`src/rtl/stopwatch_control.sv`:
```
// Stopwatch control: button synchronizers, run/lap/stop FSM and centisecond prescaler
// driving the tick/clear/hold controls of an external digit counter chain.
module stopwatch_control #(
  parameter int unsigned CLK_DIV = 500000
) (
  input  logic       clk,
  input  logic       rst,
  input  logic       start_stop,
  input  logic       reset_lap,
  output logic       tick,
  output logic       clr,
  output logic       hold,
  output logic       running,
  output logic [1:0] state
);

  typedef enum logic [1:0] {
    StIdle = 2'b00,
    StRun  = 2'b01,
    StLap  = 2'b10,
    StStop = 2'b11
  } state_e;

  localparam logic [19:0] TickAt = 20'(CLK_DIV - 1);

  // Button synchronizers plus history flop; history resets to 0 so a button held
  // through reset release still yields exactly one edge.
  logic [1:0] ss_sync_q, rl_sync_q;
  logic       ss_hist_q, rl_hist_q;
  logic       ss_edge, rl_edge;

  always_ff @(posedge clk or negedge rst) begin
    if (!rst) begin
      ss_sync_q <= 2'b00;
      rl_sync_q <= 2'b00;
      ss_hist_q <= 1'b0;
      rl_hist_q <= 1'b0;
    end else begin
      ss_sync_q <= {ss_sync_q[0], start_stop};
      rl_sync_q <= {rl_sync_q[0], reset_lap};
      ss_hist_q <= ss_sync_q[1];
      rl_hist_q <= rl_sync_q[1];
    end
  end

  assign ss_edge = ss_sync_q[1] & ~ss_hist_q;
  assign rl_edge = rl_sync_q[1] & ~rl_hist_q;

  state_e      state_q, state_d;
  logic [19:0] presc_q, presc_d;
  logic        run_q;

  always_ff @(posedge clk or negedge rst) begin
    if (!rst) begin
      state_q <= StIdle;
      presc_q <= '0;
    end else begin
      state_q <= state_d;
      presc_q <= presc_d;
    end
  end

  // start_stop has priority; a simultaneous reset_lap edge is dropped.
  always_comb begin
    state_d = state_q;
    unique case (state_q)
      StIdle: begin
        if (ss_edge) state_d = StRun;
      end
      StRun: begin
        if (ss_edge)      state_d = StStop;
        else if (rl_edge) state_d = StLap;
      end
      StLap: begin
        if (ss_edge)      state_d = StStop;
        else if (rl_edge) state_d = StRun;
      end
      StStop: begin
        if (ss_edge)      state_d = StRun;
        else if (rl_edge) state_d = StIdle;
      end
      default: state_d = StIdle;
    endcase
  end

  // Counts on registered state, so the period in flight at a stop is held, not lost.
  always_comb begin
    presc_d = presc_q;
    if (state_d == StIdle) begin
      presc_d = '0;
    end else if (run_q) begin
      presc_d = (presc_q == TickAt) ? 20'd0 : presc_q + 20'd1;
    end
  end

  assign run_q   = (state_q == StRun) || (state_q == StLap);
  assign running = run_q;
  assign tick    = run_q && (presc_q == TickAt);
  assign clr     = (state_q == StIdle);
  assign hold    = (state_q == StLap);
  assign state   = state_q;

endmodule

```
`config.mk`:
```
export PLATFORM = sky130hd
export DESIGN_NAME = stopwatch_control
export DESIGN_NICKNAME = d
export VERILOG_FILES = /design/src/rtl/stopwatch_control.sv
export SDC_FILE = /design/constraint.sdc
export NUM_CORES = 1
export LEC_CHECK = 0
export ABC_CLOCK_PERIOD_IN_PS = 2400
export CAP_MARGIN = 25
export CORE_AREA = 2 2 63 50
export DETAILED_ROUTE_END_ITERATION = 10
export DIE_AREA = 0 0 65 52
export MAX_ROUTING_LAYER = met4
export PLACE_DENSITY = 0.75
export REMOVE_ABC_BUFFERS = 1
export SLEW_MARGIN = 10
export SYNTH_ARGS = -nofsm -noshare
export SYNTH_HDL_FRONTEND = slang
export SYNTH_SLANG_ARGS = --single-unit
export TNS_END_PERCENT = 10
```
`constraint.sdc`:
```
create_clock -name clk -period 2.4 [get_ports clk]
set_input_delay 0.24 -clock clk [delete_from_list [all_inputs] [get_ports clk]]
set_output_delay 0.24 -clock clk [all_outputs]
set_load 0.005 [all_outputs]
```
* After elaboration in Yosys (flattened, before gate mapping)
Index checks and enable logic that the tools add are counted.
** Storage, ports and cells
- Bits in registers :: 28
- Output and inout port bits :: 6
** Operators by class
- Add/sub/neg operators :: 1
- Equal/unequal tests :: 4
- Muxes and demuxes :: 11
- Bitwise gates (word level) :: 4
- Reduce and logical (&&, ||, !) cells :: 5
** Operators with widths (count)
- two-way mux 20 bit :: 3
- adder 20 x 1 -> 20 bit (second input constant) :: 1
- equality test 20 x 19 -> 1 bit (second input constant) :: 1
- two-way mux 2 bit :: 7
- one-hot mux 2 bit (4 select lines) :: 1
- equality test 2 bit (second input constant) :: 2
- logical NOT 2 bit :: 2
- AND 1 bit :: 2
- equality test 2 x 1 -> 1 bit (second input constant) :: 1
- inverter 1 bit :: 2
- nonzero test 2 bit :: 1
- logical AND 1 bit :: 1
- logical OR 1 bit :: 1

* Depth between registers and ports, before layout
Gate-level depths: netlist (run 1).
- Depth in word-level cells :: 7
- Mapped depth :: 8
- Gate-level depth less buffers :: 7

* Worst setup path before layout (run 1)
Ideal clock, no wire load.
- Path type :: reg-to-reg
- Start :: register state_q[0] (netlist: state[0])
- End :: register presc_q[13]
- Setup time :: 143 ps
- Arrival time :: 1815 ps
- Required time :: 2257 ps
- Path slack :: 442 ps
- Cell stages (with the launch flop) :: 9
- Path through :: dfrtp_1 > inv_1 > ha_1 > or2_2 > a21o_1 > a32o_1 > nor3b_1 > buf_2 > a311oi_1
** RTL lines
- start: declaration :: line 49 : state_e state_q, state_d;
- start signal: assignment :: line 55 : state_q <= StIdle;
- start signal: assignment :: line 58 : state_q <= state_d;
- equality test 2 bit (*)
- via hold :: line 12 : output logic hold,
- one-hot mux 2 bit (4 select lines) :: line 66 : unique case (state_q)
- logical NOT 2 bit :: line 89 : if (state_d == StIdle) begin
- two-way mux 20 bit or nonzero test 2 bit (tied branches)
- end signal: assignment :: line 59 : presc_q <= presc_d;
- end: declaration :: line 50 : logic [19:0] presc_q, presc_d;
The timed path passes the listed nets; every way through them passes the cells marked *.
A chain may end at the register's enable or synchronous reset.

* Worst setup path in the final report (run 1)
- Start :: register state_q[0] (netlist: state[0])
- End :: output tick
** Between the ends
- Cells in the longest elaborated chain, start to end :: 3
** Ends and longest elaborated chain
- equality test 2 x 1 -> 1 bit or equality test 2 bit (tied branches) :: line 96 : assign run_q = (state_q == StRun) || (state_q == StLap);
- logical OR 1 bit (*) :: line 96
- logical AND 1 bit (*) :: line 98 : assign tick = run_q && (presc_q == TickAt);
- end: declaration :: line 10 : output logic tick,
Every way passes the cells marked *; elsewhere a longest branch is shown, timed or not.

==> results of run 1 <==
cell type report:
class                           count  area (µm²)  share of cell area
Clock buffer                        3        41.3              0.0238
Timing Repair Buffer               14         128              0.0735
Clock inverter                      1        30.0              0.0173
Inverter                            7        30.0              0.0173
Multi-Input combinational cell    116         759               0.437
Tap cell                           38        47.5              0.0274
Sequential cell                    28         701               0.403
cell usage after synthesis, types with 2 or more instances:
master / n
xnor2_1: 2
nor4_1: 2
buf_2: 2
o21ai_0: 3
dfrtp_1: 28
ha_1: 5
xor2_1: 6
nor3_1: 3
inv_1: 6
nand2_1: 17
nand2b_1: 3
nand3_1: 10
nand4_1: 8
a311oi_1: 5
nor3b_1: 2
and2_1: 2
nor2_1: 16
a21oi_1: 11
clkbuf_1: 2
a41oi_1: 4
or3_1: 2
per-stage QoR:
step	instance area [µm²]	setup WS, ns	setup TNS, ns	power, mW	cells
after floorplan	1470	-0.486	-8.45	0.853	151
after global placement	1650	0.370	0	1.07	202
after detailed placement	1650	0.280	0	1.10	202
after CTS	1720	0.0523	0	1.47	206
after global routing	1740	0.0347	0	1.56	207
final	1740	0.167	0	1.48	207
kinds of logic (layout without fill, tap and decap cells):
| kind of cell | count (synthesis) | count (layout) | share of synthesized area |
|---|---|---|---|
| flops | 28 | 28 | 0.468 |
| simple gates | 74 | 74 | 0.277 |
| fa+ha+maj | 5 | 5 | 0.0418 |
| buf+inv | 12 | 25 | 0.0343 |
| xor+xnor | 8 | 8 | 0.0468 |
| compound gates | 28 | 28 | 0.125 |
| mux | 1 | 1 | 0.00668 |
sequential cells by signal, summed over array words and instances, names as in the netlist:
name,count
presc_q,20
rl_sync_q,2
ss_sync_q,2
state,2
rl_hist_q,1
ss_hist_q,1
layer usage:
| metal | GRT usage | routed length (µm) | vias to the layer above |
|---|---|---|---|
| li1 | - | - | 591 |
| met1 | 0.300 | 1550 | 593 |
| met2 | 0.351 | 1470 | 40 |
| met3 | 0.0390 | 194 | 4 |
| met4 | 0.0922 | 49 | 0 |
| met5 | - | 0 | - |
timing repair:
item	in CTS	in global routing
gates resized for setup	0	3
endpoints found under the setup margin	0	1
buffers inserted	0	1
worst max-delay path, cell delays in order, from the launching register on:
cell and delay [ns]:
dfrtp_1 0.43, inv_1 0.08, ha_1 0.34, clkinvlp_4 0.20
nor2_1 0.15, clkdlybuf4s50_1 0.51
final timing paths:
path                            depth (start not counted)  slack, ns            to
worst max-delay path                                    5       0.17          tick
worst min-delay path                                    2       0.33      state[1]
worst max register to register                          8       0.26   presc_q[17]
worst min register to register                          0       0.36  rl_sync_q[1]
max in group asynchronous                               2       1.82    presc_q[2]
min in group clk                                        0       0.36  rl_sync_q[1]
placed cells by master (no fill, tap or decap), drive strengths merged, types with 4 or more instances in the layout:
master | synthesis | routed
dfrtp | 28 | 28
nand2 | 17 | 17
nor2 | 17 | 17
a21oi | 11 | 11
nand3 | 10 | 10
clkdlybuf4s50 | 0 | 9
nand4 | 9 | 9
inv | 6 | 6
xor2 | 6 | 6
a311oi | 5 | 5
ha | 5 | 5
buf | 3 | 5
a41oi | 4 | 4
nor4 | 4 | 4
power groups by stage:
stage               logic (mW)  registers [mW]  clock network (mW)
floorplan                0.307           0.545                   0
global placement         0.528           0.547                   0
detailed placement       0.545           0.551                   0
CTS                      0.551           0.542               0.375
global route             0.617           0.547               0.391
finish                   0.568           0.542               0.373
==> results.tsv, run 1 <==
metric	value	unit
yosysTopAreaCell	dfrtp_1	
path_class	reg2out	
finalCritPeriodShare	0.930	
cp_max_fo	10	
numCtsBuffers	3	
placementRows	17	
grt_overflow	0	
root_buffer	clkbuf_8	
cts.clk_slew.worst_paths	0.09	ns
net-switching-power	538	µW
wirelength	3270	µm
cts_buffer_depth	2	
initial_core_util	0.537	
synth_top_area_share	0.468	
tightest_slew	0.453	ns
pwr_density_cell	853	nW/µm²
io_pins	10	
outcome	finished clean	
p_int	944	µW
nFillCells	229	
synth_edf_count	0	
yosysSeqAreaShare	0.468	
peakVddDrop	0.528	mV
grt_max_degree	29	
vias	1228	
leakagePower	0.723	nW
nets	179	
grt_pass1_wl	5500	µm
wl_per_cell	15.8	µm
async_reset_ff_frac	1.00	
syn_avg_cell_area	9.60	µm²
timing.final.crit_period	2.23	ns
combPwrFrac	0.383	
drv_cap	0	
finalSetupViolCount	0	
fmax	0.448	GHz
worstPathArrival	1.99	ns
yosys-top-cells-area	dfrtp_1, nand2_1, ha_1, nor2_1, a21oi_1	
hold_viol	0	
cp.required	2.16	ns
final.setup_skew	0.00199	ns
num_antenna_cells	0	
relSlewSlack	0.695	
hp-class	in2async	
pwr-share-clk	0.251	
antenna_found_initial	0	
place_hpwl	2210	µm
drive_gt1_frac	0.112	
drv_slew	0	
hold_buffers	0	
startpoint	state[0]	
clock_latency	0.28	ns
holdWs	0.328	ns
vias_per_cell	5.93	
dieWidth	65	µm
r2r-start	state[0]	
core	2790	µm²
yosys_warnings	0	
swShare	0.363	
initialDrtViolationCount	88	
drc	0	
routabilityCongestion	0.886	
synth_flop_cell	dfrtp_1	
grt_pass1_vias	1188	
htree_num_levels	1	
port_buffers	9	
syn_area	1500	µm²
ys_types	38	
grt_setup_unrepaired	no	
ant_nets	0	
crit_path_end_kind	output port	
synth_seq_cells	28	
grt_usage	0.227	
seq_power_share	0.365	
utilization	0.623	
clock_sinks	28	
firstDrtPassIters	4	
syn_to_final_growth	16.0	%
synth_cells	156	
critPathLaunchType	flop	
die-area	3380	µm²
die_h	52	µm
cts_tree	built	
Power figures use the tool's default switching activity.
==> run 2: changes to the inputs <==
CORE_AREA = 2 2 61 48   (was 2 2 63 50)
DIE_AREA = 0 0 63 50   (was 0 0 65 52)
DONT_BUFFER_PORTS = 1   (was unset)
==> run 2 against run 1 <==
Effect of this change: register-to-register slack worse by 0.15 ns; via count down 0.81%; sequential share of layout area up 2.2 points; first-iteration DRC count down 15%; clock skew up 0.0011 ns; die area down 6.8%; combinational power down 16%; power down 10%; critical path depth up 3; hold slack better by 0.0022 ns; sequential power up 1%; clock power down 17%.
==> results.tsv, run 2 (same netlist as run 1, synthesis figures left out) <==
metric	value	unit
path_class	reg2reg	
numCtsBuffers	3	
initialDrtViolationCount	75	
place_hpwl	2150	µm
cts_tree	built	
syn_to_final_growth	10.0	%
wirelength	3150	µm
grt_overflow	0	
placementRows	16	
final.setup.tns	0	ns
fmax	0.437	GHz
totalPowerFinal	1.33	mW
htree_num_levels	1	
clock_sinks	28	
root_buffer	clkbuf_4	
worstPathArrival	2.52	ns
holdWs	0.331	ns
num_antenna_cells	0	
finalSetupViolCount	0	
mostFrequentLayoutCells	dfrtp_1, nand2_1, nor2_1	
hp-class	in2async	
grt_usage	0.224	
slowest_stage	dfrtp_1	
cpPeakStageDelay	0.48	ns
drv_slew	0	
vias	1218	
largest_reg_flops	20	
firstDrtPassIters	4	
postLayoutSetupSlackWorst	0.111	ns
initial_core_util	0.589	
port_buffers	0	
outcome	finished clean	
relSlewSlack	0.654	
leakagePower	0.695	nW
routabilityCongestion	0.820	
grt_setup_unrepaired	no	
top_register	presc_q	
critPathLaunchType	flop	
nets	172	
dieWidth	63	µm
peakVddDrop	0.596	mV
io_pins	10	
antenna_found_initial	0	
crit_chain	inv_1 > ha_1 > nor3b_1 > mux2i_1 > a21oi_1 > nor3b_2 > buf_4 > nor3_1	
finalCritPeriodShare	0.954	
final_cell_area	1650	µm²
grt_max_degree	29	
hold_viol	0	
crit_path_end_kind	flop	
core	2540	µm²
drc	0	
cp.required	2.63	ns
cp_max_fo	20	
place_ws	0.150	ns
grt_pass1_vias	1141	
drv_cap	0	
wl_per_cell	15.9	µm
vias_per_cell	6.15	
final.setup_skew	0.00312	ns
tightest_slew	0.514	ns
cts_buffer_depth	2	
cts.clk_slew.worst_paths	0.15	ns
timing.final.crit_period	2.29	ns
clock_latency	0.33	ns
die-area	3150	µm²
drive_gt1_frac	0.0926	
pwr_density_cell	808	nW/µm²
ant_nets	0	
grt_pass1_wl	5350	µm
cts_resized	0	
die_h	50	µm
placed_cell_area	1550	µm²
final_common_cell	dfrtp_1	
[run 2: cell types whose count changed in the layout (fill, tap and decap cells not counted), sizes merged]
cell           delta
buf               -1
clkdlybuf4s50     -9
clkinv            +1
clkinvlp          -1
dlygate4sd3       +3
[run 2: worst max-delay path, delay by kind of cell, from the launching register on]
family / cells / cell delay [ns]
AO/OA/AOI/OAI: 1 / 0.13
adder cells (fa/ha/maj): 1 / 0.29
buffers and inverters: 2 / 0.35
flip-flops: 1 / 0.48
multiplexers: 1 / 0.28
AND/OR/NAND/NOR: 3 / 0.66
[run 2: where the power goes]
| part | leakage [nW] | switching, mW | internal (mW) | total, mW |
|---|---|---|---|---|
| Combinational | 0.293 | 0.330 | 0.145 | 0.475 |
| Clock | 0.0279 | 0.140 | 0.169 | 0.309 |
| Sequential | 0.374 | 0.0420 | 0.506 | 0.548 |
| Total | 0.695 | 0.512 | 0.820 | 1.33 |
[run 2: metal layers]
metal,share of wire,global-route usage,up-vias
li1,-,-,573
met1,0.46,0.287,609
met2,0.48,0.356,32
met3,0.051,0.0548,4
met4,0.011,0.0630,0
met5,0,-,-
[run 2: timing repair]
item / 4_1_cts / 5_1_grt
buffers inserted: 0 / 0
endpoints found under the hold margin: 30 / 0
hold buffers: 4 / 0
[run 2: final timing paths]
kind | startpoint | endpoint | slack [ns] | depth (start not counted)
worst max-delay path | state[0] | presc_q[15] | 0.11 | 8
max in group asynchronous | rst | state[0] | 1.92 | 2
worst min register to register | ss_sync_q[0] | ss_sync_q[1] | 0.37 | 0
worst min-delay path | rst | presc_q[8] | 0.33 | 2
worst max register to register | state[0] | presc_q[15] | 0.11 | 8
min in group clk | ss_sync_q[0] | ss_sync_q[1] | 0.37 | 0
[run 2: per-stage QoR]
| step | utilization | cells |
|---|---|---|
| floorplan | - | 151 |
| global placement | 0.608 | 190 |
| detailed placement | 0.608 | 190 |
| CTS | 0.648 | 198 |
| global route | 0.648 | 198 |
| finish | 0.648 | 198 |
[run 2: final cells by class]
class / count / area [µm²]
fill: 221 / 895
multi-input combinational: 116 / 751
sequential: 28 / 701
timing repair buffer: 7 / 72.6
tap: 36 / 45.0
clock inverter: 1 / 30.0
inverter: 7 / 26.3
clock buffer: 3 / 22.5
